File: config.mk
export PLATFORM = sky130hd
export DESIGN_NAME = ap_ctrl_txn_recorder
export DESIGN_NICKNAME = d
export VERILOG_FILES = /design/src/rtl/ap_ctrl_txn_recorder.sv
export SDC_FILE = /design/constraint.sdc
export NUM_CORES = 1
export LEC_CHECK = 0
export ABC_AREA = 1
export CORE_MARGIN = 4
export CORE_UTILIZATION = 55
export CTS_BUF_LIST = sky130_fd_sc_hd__clkbuf_8
export CTS_CLUSTER_SIZE = 14
export DETAILED_ROUTE_END_ITERATION = 8
export GPL_TIMING_DRIVEN = 0
export HOLD_SLACK_MARGIN = 0.03
export PLACE_DENSITY = 0.81
export SLEW_MARGIN = 5
export SYNTH_ARGS = -nofsm -noshare
export SYNTH_HDL_FRONTEND = slang
export SYNTH_SLANG_ARGS = --single-unit
File: constraint.sdc
create_clock -name clock -period 11.31 [get_ports clock]
set_input_delay 1.6965 -clock clock [delete_from_list [all_inputs] [get_ports clock]]
set_output_delay 1.6965 -clock clock [all_outputs]
set_load 0.02 [all_outputs]
File: src/rtl/ap_ctrl_txn_recorder.sv
// ---------------------------------------------------------------------------
// ap_ctrl_txn_recorder
//
// Watches the ap_start / ap_done / ap_continue handshake of an ap_ctrl_hs
// block. For every transaction it records:
//   - the start timestamp,
//   - the latency from start to the first ap_done,
//   - a 16-bit sequence id.
// Records are queued in a small FIFO for a downstream consumer.
//
// Optional feature (macro AP_CTRL_TXN_RECORDER_INTERVAL_EN):
//   Adds a rec_interval output. It is the start-to-start distance from the
//   previous transaction and is stored per FIFO entry.
//
// Parameters
//   TS_W   width of timestamp / latency / interval fields
//   DEPTH  record FIFO depth (power of 2, >= 2)
//
// Ports
//   clock, reset          rising-edge clock, async active-high reset
//   ap_start, ap_done,    observed handshake
//   ap_continue
//   rec_ready             consumer accepts the head record
//   rec_valid             head record present
//   rec_start_ts          head record start timestamp
//   rec_latency           head record latency
//   rec_id                head record sequence id
//   rec_interval          head record start interval (macro builds only)
//   busy                  a transaction is in flight (RUN or HOLD)
//   drop_cnt              saturating count of records lost to a full FIFO
// ---------------------------------------------------------------------------
module ap_ctrl_txn_recorder #(
    parameter int TS_W  = 32,
    parameter int DEPTH = 4
) (
    input  logic            clock,
    input  logic            reset,
    input  logic            ap_start,
    input  logic            ap_done,
    input  logic            ap_continue,
    input  logic            rec_ready,
    output logic            rec_valid,
    output logic [TS_W-1:0] rec_start_ts,
    output logic [TS_W-1:0] rec_latency,
    output logic [15:0]     rec_id,
`ifdef AP_CTRL_TXN_RECORDER_INTERVAL_EN
    output logic [TS_W-1:0] rec_interval,
`endif
    output logic            busy,
    output logic [15:0]     drop_cnt
);

    localparam int AW = $clog2(DEPTH);

    typedef enum logic [1:0] {
        ST_IDLE = 2'd0,
        ST_RUN  = 2'd1,
        ST_HOLD = 2'd2
    } state_t;

    state_t          state_r, state_s;
    logic [TS_W-1:0] ts_r, start_ts_r, latency_r;
    logic [15:0]     txn_id_r, drop_cnt_r;
    logic            push_s, cap_start_s, cap_lat_s;
    logic [TS_W-1:0] start_s, lat_s;

    logic [TS_W-1:0] start_mem_r [DEPTH];
    logic [TS_W-1:0] lat_mem_r   [DEPTH];
    logic [15:0]     id_mem_r    [DEPTH];
    logic [AW:0]     wr_ptr_r, rd_ptr_r;
    logic            empty_s, full_s, pop_s, accept_s, drop_s;
    logic [AW-1:0]   rd_idx_s, wr_idx_s;

`ifdef AP_CTRL_TXN_RECORDER_INTERVAL_EN
    logic [TS_W-1:0] prev_start_r, interval_r, interval_new_s, interval_push_s;
    logic            first_r;
    logic [TS_W-1:0] ivl_mem_r [DEPTH];
`endif

    assign busy     = (state_r != ST_IDLE);
    assign drop_cnt = drop_cnt_r;

    // FSM state register
    always_ff @(posedge clock or posedge reset) begin
        if (reset) begin
            state_r <= ST_IDLE;
        end else begin
            state_r <= state_s;
        end
    end

    // FSM next state plus the record fields to push this cycle.
    // In HOLD the fields come from the frozen registers.
    always_comb begin
        state_s     = state_r;
        push_s      = 1'b0;
        cap_start_s = 1'b0;
        cap_lat_s   = 1'b0;
        start_s     = start_ts_r;
        lat_s       = latency_r;
        case (state_r)
            ST_IDLE: begin
                if (ap_start) begin
                    cap_start_s = 1'b1;
                    start_s     = ts_r;
                    if (ap_done) begin
                        cap_lat_s = 1'b1;
                        lat_s     = {TS_W{1'b0}};
                        if (ap_continue) begin
                            push_s  = 1'b1;
                            state_s = ST_IDLE;
                        end else begin
                            state_s = ST_HOLD;
                        end
                    end else begin
                        state_s = ST_RUN;
                    end
                end else begin
                    state_s = ST_IDLE;
                end
            end
            ST_RUN: begin
                if (ap_done) begin
                    cap_lat_s = 1'b1;
                    lat_s     = ts_r - start_ts_r;
                    if (ap_continue) begin
                        push_s  = 1'b1;
                        state_s = ST_IDLE;
                    end else begin
                        state_s = ST_HOLD;
                    end
                end else begin
                    state_s = ST_RUN;
                end
            end
            ST_HOLD: begin
                if (ap_continue) begin
                    push_s  = 1'b1;
                    state_s = ST_IDLE;
                end else begin
                    state_s = ST_HOLD;
                end
            end
            default: begin
                state_s = ST_IDLE;
            end
        endcase
    end

    // Timestamp, capture registers, id counter and saturating drop counter
    always_ff @(posedge clock or posedge reset) begin
        if (reset) begin
            ts_r       <= {TS_W{1'b0}};
            start_ts_r <= {TS_W{1'b0}};
            latency_r  <= {TS_W{1'b0}};
            txn_id_r   <= 16'd0;
            drop_cnt_r <= 16'd0;
        end else begin
            ts_r <= ts_r + {{(TS_W-1){1'b0}}, 1'b1};
            if (cap_start_s) begin
                start_ts_r <= ts_r;
            end
            if (cap_lat_s) begin
                latency_r <= lat_s;
            end
            // Dropped records still consume an id.
            if (push_s) begin
                txn_id_r <= txn_id_r + 16'd1;
            end
            if (drop_s && (drop_cnt_r != 16'hFFFF)) begin
                drop_cnt_r <= drop_cnt_r + 16'd1;
            end
        end
    end

`ifdef AP_CTRL_TXN_RECORDER_INTERVAL_EN
    // The first start after reset has no predecessor, so its interval is 0.
    assign interval_new_s  = first_r ? {TS_W{1'b0}} : (ts_r - prev_start_r);
    // Same-cycle start+push uses the freshly computed interval.
    assign interval_push_s = cap_start_s ? interval_new_s : interval_r;

    // Previous-start tracking for the interval field
    always_ff @(posedge clock or posedge reset) begin
        if (reset) begin
            prev_start_r <= {TS_W{1'b0}};
            interval_r   <= {TS_W{1'b0}};
            first_r      <= 1'b1;
        end else begin
            if (cap_start_s) begin
                prev_start_r <= ts_r;
                interval_r   <= interval_new_s;
                first_r      <= 1'b0;
            end
        end
    end
`endif

    // FIFO control.
    // A full FIFO still accepts when the head leaves in the same cycle.
    assign rd_idx_s  = rd_ptr_r[AW-1:0];
    assign wr_idx_s  = wr_ptr_r[AW-1:0];
    assign empty_s   = (wr_ptr_r == rd_ptr_r);
    assign full_s    = (wr_ptr_r[AW] != rd_ptr_r[AW]) && (wr_idx_s == rd_idx_s);
    assign rec_valid = ~empty_s;
    assign pop_s     = rec_valid & rec_ready;
    assign accept_s  = push_s & (~full_s | pop_s);
    assign drop_s    = push_s & full_s & ~pop_s;

    // FIFO read/write pointers
    always_ff @(posedge clock or posedge reset) begin
        if (reset) begin
            wr_ptr_r <= {(AW+1){1'b0}};
            rd_ptr_r <= {(AW+1){1'b0}};
        end else begin
            if (accept_s) begin
                wr_ptr_r <= wr_ptr_r + {{AW{1'b0}}, 1'b1};
            end
            if (pop_s) begin
                rd_ptr_r <= rd_ptr_r + {{AW{1'b0}}, 1'b1};
            end
        end
    end

    // Record storage.
    // No reset is needed: outputs are gated by rec_valid.
    always_ff @(posedge clock) begin
        if (accept_s) begin
            start_mem_r[wr_idx_s] <= start_s;
            lat_mem_r[wr_idx_s]   <= lat_s;
            id_mem_r[wr_idx_s]    <= txn_id_r;
`ifdef AP_CTRL_TXN_RECORDER_INTERVAL_EN
            ivl_mem_r[wr_idx_s]   <= interval_push_s;
`endif
        end
    end

    // Head record presentation, zero when the FIFO is empty
    always_comb begin
        if (rec_valid) begin
            rec_start_ts = start_mem_r[rd_idx_s];
            rec_latency  = lat_mem_r[rd_idx_s];
            rec_id       = id_mem_r[rd_idx_s];
`ifdef AP_CTRL_TXN_RECORDER_INTERVAL_EN
            rec_interval = ivl_mem_r[rd_idx_s];
`endif
        end else begin
            rec_start_ts = {TS_W{1'b0}};
            rec_latency  = {TS_W{1'b0}};
            rec_id       = 16'd0;
`ifdef AP_CTRL_TXN_RECORDER_INTERVAL_EN
            rec_interval = {TS_W{1'b0}};
`endif
        end
    end

endmodule

* Word-level counts from Yosys, hierarchy flattened
Memory sizes are Yosys's and may differ from the RTL's.
Index checks and enable logic that the tools add are counted.
** Word-level totals
- Bits in registers :: 136
- Bits in latches :: 0
- Bits in writable memories :: 320
- ROM bits :: 0
- Input bits :: 6
- Output and inout bits :: 98
- Memories kept :: 3
** Cells by class
- $add $sub $neg :: 6
- $mul :: 0
- Divide/modulo/power cells :: 0
- Magnitude comparators :: 0
- Eq/ne operators :: 6
- Shift operators :: 0
- Mux-type cells :: 24
- Bitwise operators :: 8
- Reduce and logical (&&, ||, !) cells :: 4
** Memories
- lat_mem_r :: depth 4, width 32, rd ports 1, clocked after memory_dff 0, wr ports 1, RTL line 68 : logic [TS_W-1:0] lat_mem_r [DEPTH];
- start_mem_r :: depth 4, width 32, rd ports 1, clocked after memory_dff 0, wr ports 1, RTL line 67 : logic [TS_W-1:0] start_mem_r [DEPTH];
- id_mem_r :: depth 4, width 16, rd ports 1, clocked after memory_dff 0, wr ports 1, RTL line 69 : logic [15:0] id_mem_r [DEPTH];
** Operators by type and width (number)
- two-way mux 32 bit :: 7
- one-hot mux 32 bit (2 select lines) :: 1
- adder 16 x 1 -> 16 bit (second input constant) :: 2
- adder 32 x 1 -> 32 bit (second input constant) :: 1
- subtractor 32 bit :: 1
- two-way mux 16 bit :: 1
- != test 16 bit (second input constant) :: 1
- two-way mux 1 bit :: 9
- adder 3 x 1 -> 3 bit (second input constant) :: 2
- two-way mux 2 bit :: 3
- one-hot mux 2 bit (3 select lines) :: 1
- bitwise AND 1 bit :: 4
- == test 3 bit :: 1
- NOT 1 bit :: 3
- one-hot mux 1 bit (3 select lines) :: 1
- == test 2 x 1 -> 1 bit (second input constant) :: 1
- == test 2 bit :: 1
- == test 2 bit (second input constant) :: 1
- logical AND 1 bit :: 2
- zero test 2 bit :: 1
- one-hot mux 1 bit (2 select lines) :: 1
- nonzero test 2 bit :: 1
- != test 1 bit :: 1
- OR 1 bit :: 1

* Depth between registers and ports, before layout
- Depth in word-level cells :: 7
- Depth in mapped cells :: 16
- Gate-level depth less buffers :: 16

* Least setup slack after synthesis
Ideal clock, no wire load.
- Kind :: input port to flip-flop
- From :: input port ap_start
- To :: memory id_mem_r[0][0] (enable)
- Setup time :: 0.519 ns
- Data arrival time :: 5.596 ns
- Required time :: 10.791 ns
- Path slack :: 5.195 ns
- Cell stages on the path :: 6
- Path buffers :: 0
- Path through :: nand3_1 > nand2_1 > nor2_2 > nor2_8 > nand2_2 > nor2_1
** On the way
- Word-level cells in the longest chain between the ends :: 5
** Ends and longest elaborated chain
- start: declaration :: RTL line 38 : input logic ap_start,
- two-way mux 1 bit :: RTL line 103 : if (ap_start) begin
- one-hot mux 1 bit (3 select lines) :: RTL line 101 : case (state_r)
- bitwise AND 1 bit :: RTL line 206 : assign accept_s = push_s & (~full_s | pop_s);
- two-way mux 1 bit :: RTL line 227 : if (accept_s) begin
- two-way mux 1 bit (implied by the code) :: RTL line 230 : id_mem_r[wr_idx_s] <= txn_id_r;
- end: declaration :: RTL line 69
No other way between the ends.

* Worst setup path after layout
- From :: register rd_ptr_r[0]
- To :: output port rec_latency[10]
** On the way
- Word-level cells in the longest chain between the ends :: 2
** Ends and longest elaborated chain
- start: declaration :: RTL line 70 : logic [AW:0] wr_ptr_r, rd_ptr_r;
- start signal: assignment :: RTL line 213 : rd_ptr_r <= {(AW+1){1'b0}};
- start signal: assignment :: RTL line 219 : rd_ptr_r <= rd_ptr_r + {{AW{1'b0}}, 1'b1};
- memory (4 x 32 bit) or == test 3 bit (tied branches)
- two-way mux 32 bit (*) :: RTL line 239 : if (rec_valid) begin
- end: declaration :: RTL line 44 : output logic [TS_W-1:0] rec_latency,
Every way passes the cells marked *; elsewhere a longest branch is shown, timed or not.

==> out/metrics.cfg <==
[finish]
final_cell_mix=nand2_1 (501), nor2_1 (366), inv_1 (328)
area_growth_pct=16.4
final_common_cell=nand2_1
drive_above_1_share=0.0667
final_nets=2522

[route]
drtAntennaViolNets=0
drcViolationCount=0
drt_iter0_drc=1448
wl_per_cell_um=18.4
wl_mm=56.1
drt-vias-per-instance=5.52
drt-pass1-iter-count=5
vias=16843

[timing]
setup-violations-final=0
finClkSkew_ns=0.0246
fmax_mhz=185
rsz0062_at_grt=false
slew_viol_final=0
finalCriticalPeriod_ns=5.40
post-route-period-util=0.478
timing_worst_slew_pin_value_ns=1.17
hold_violations=0
slew_headroom=0.209
setup_tns_ns=0

[die]
num_rows=72
initial_core_util=0.558
dieArea_um2=42600
core_area_um2=38800
die_y_um=206
die_w_um=206
ioPinCount=104

[power]
p_leak_uw=0.0110
combinationalPowerShare=0.417
ir_worst_vdd_v=0.000175
p_clk_frac=0.234
p_total_uw=6130
internal-power_uw=3750
power.density_nw_per_um2=243
p_sw_uw=2380
swShare=0.389
seqPwrFrac=0.349

[job]
cap_violations=0

[cts]
cts.sinks=456
insertion_delay_ns=0.63
cts_hold_buf=0
clockBufferDepth=3
cts.reportedPaths.clkPinSlew_ns=0.06
htree_levels=3
cts-buffers-inserted=72
ctsResizeCount=0
tritoncts=yes
clock-root-buffer=clkbuf_8
post_cts.repair.setup_buffers=0

[synthesis]
syn_area_per_cell_um2=9.48
synth_edf_count=320
ys_types=42
synth-main-ff-cell=edfxtp_1
async_flop_share=0.298
syn_nets=2331
ys_seq_area_frac=0.601
ys_warn_count=0
ys_ff_latch=456
postSynthCellCount=2285
syn_area_um2=21700

[setup_path]
reg2reg_setup_slack_ns=8.20
worstSetupStartpointType=flop
worstSetupEndpointType=output port
worstPathMaxFanout=10
cp.required_ns=9.61
crit_start=rd_ptr_r[0]
r2r-start=rd_ptr_r[0]
crit_type=flop to output port
crit_arrival_ns=3.71

[grt]
antenna_found_initial=1
grt_max_degree=94
grt_overflow=0
track_usage=0.264
grt_pass1_vias=16586
grt_pass1_wl_mm=88.2

[worst_hold_path]
min_path_type=flop to flop
hold_path_startpoint=latency_r[19]

[status]
status=completed

[place]
port_buffers=103
hpwl_mm=39.4
place.gp.congestion=0.955

through the flow:
stage	util	hold WS, ns	cell area [um^2]	setup slack (ns)	std cells
after floorplan	-	0.461	21700	5.19	2285
after global placement	0.601	0.476	23300	1.56	2906
after detailed placement	0.611	0.485	23700	6.50	2920
after CTS	0.649	0.495	25200	5.90	3053
after global routing	0.649	0.526	25200	5.79	3054
final	0.649	0.500	25200	5.91	3054
path summary, 6_finish.rpt:
path	end	cells past startpoint
setup / recovery	rec_latency[10]	9
hold / removal	latency_r[19]	2
setup reg to reg	start_mem_r[1][15]	9
hold reg to reg	latency_r[19]	2
max in group asynchronous	txn_id_r[6]	3
min in group asynchronous	drop_cnt[8]	2
routing by layer:
layer / share of wire / global-route usage / vias to the layer above
met1: 0.41 / 0.361 / 8114
met4: 0.021 / 0.0834 / 0
met2: 0.48 / 0.434 / 688
met5: 0 / 0 / -
li1: - / - / 7951
met3: 0.084 / 0.0468 / 90
kinds of logic after synthesis:
logic type / synth area share
AO/OA/AOI/OAI: 0.0864
XOR/XNOR: 0.0263
adder cells (fa/ha/maj): 0.0235
buffers and inverters: 0.0698
flip-flops: 0.601
AND/OR/NAND/NOR: 0.193
synthesized netlist by cell type, types with 7 or more instances:
| cell type | number | area share |
|---|---|---|
| nor4_1 | 7 | 0.0020 |
| o32ai_1 | 80 | 0.032 |
| xor2_1 | 55 | 0.022 |
| ha_1 | 39 | 0.023 |
| buf_1 | 9 | 0.0016 |
| clkbuf_1 | 59 | 0.010 |
| nor2_1 | 369 | 0.064 |
| nand3_1 | 75 | 0.017 |
| o21ai_0 | 170 | 0.039 |
| xnor2_1 | 10 | 0.0040 |
| buf_2 | 15 | 0.0035 |
| a21oi_1 | 45 | 0.010 |
| edfxtp_1 | 320 | 0.44 |
| nor3_1 | 23 | 0.0053 |
| nand2_1 | 501 | 0.087 |
| dfrtp_1 | 136 | 0.16 |
| inv_1 | 304 | 0.053 |
| nand4_1 | 15 | 0.0043 |
power groups by stage:
stage	combinational [uW]	sequential, uW	clock [uW]
2_1_floorplan	1440	2160	0
3_3_place_gp	2450	2180	0
3_5_place_dp	2540	2170	0
4_1_cts	2560	2130	1450
5_1_grt	2770	2150	1530
6_report	2560	2140	1440
worst max-delay path, stage by stage, from the launching register on:
cell and delay (ns):
dfrtp_1 0.35, buf_2 0.28, clkinv_2 0.32, nand2_1 0.17, a21oi_2 0.08, nand2_1 0.57
clkbuf_1 0.46, nand2_1 0.16, inv_1 0.10, clkdlybuf4s50_1 0.60
sequential cells by signal, indices dropped and copies added, names as in the netlist:
signal       count
drop_cnt        16
id_mem_r        64
lat_mem_r      128
latency_r       32
rd_ptr_r         3
start_mem_r    128
start_ts_r      32
state_r          2
ts_r            32
txn_id_r        16
wr_ptr_r         3
cell type report:
cell class              instances  area (um^2)
fillers                      2985        13600
diodes                          1         2.50
inverters                     310         1170
repair buffers                117         1380
well taps                     518          648
clock inverters                47          308
multi-input cells            1435         7160
flip-flops and latches        456        13000
plain buffers                  84          342
clock buffers                  86         1180
No activity file was read; power rests on OpenSTA's default activity.
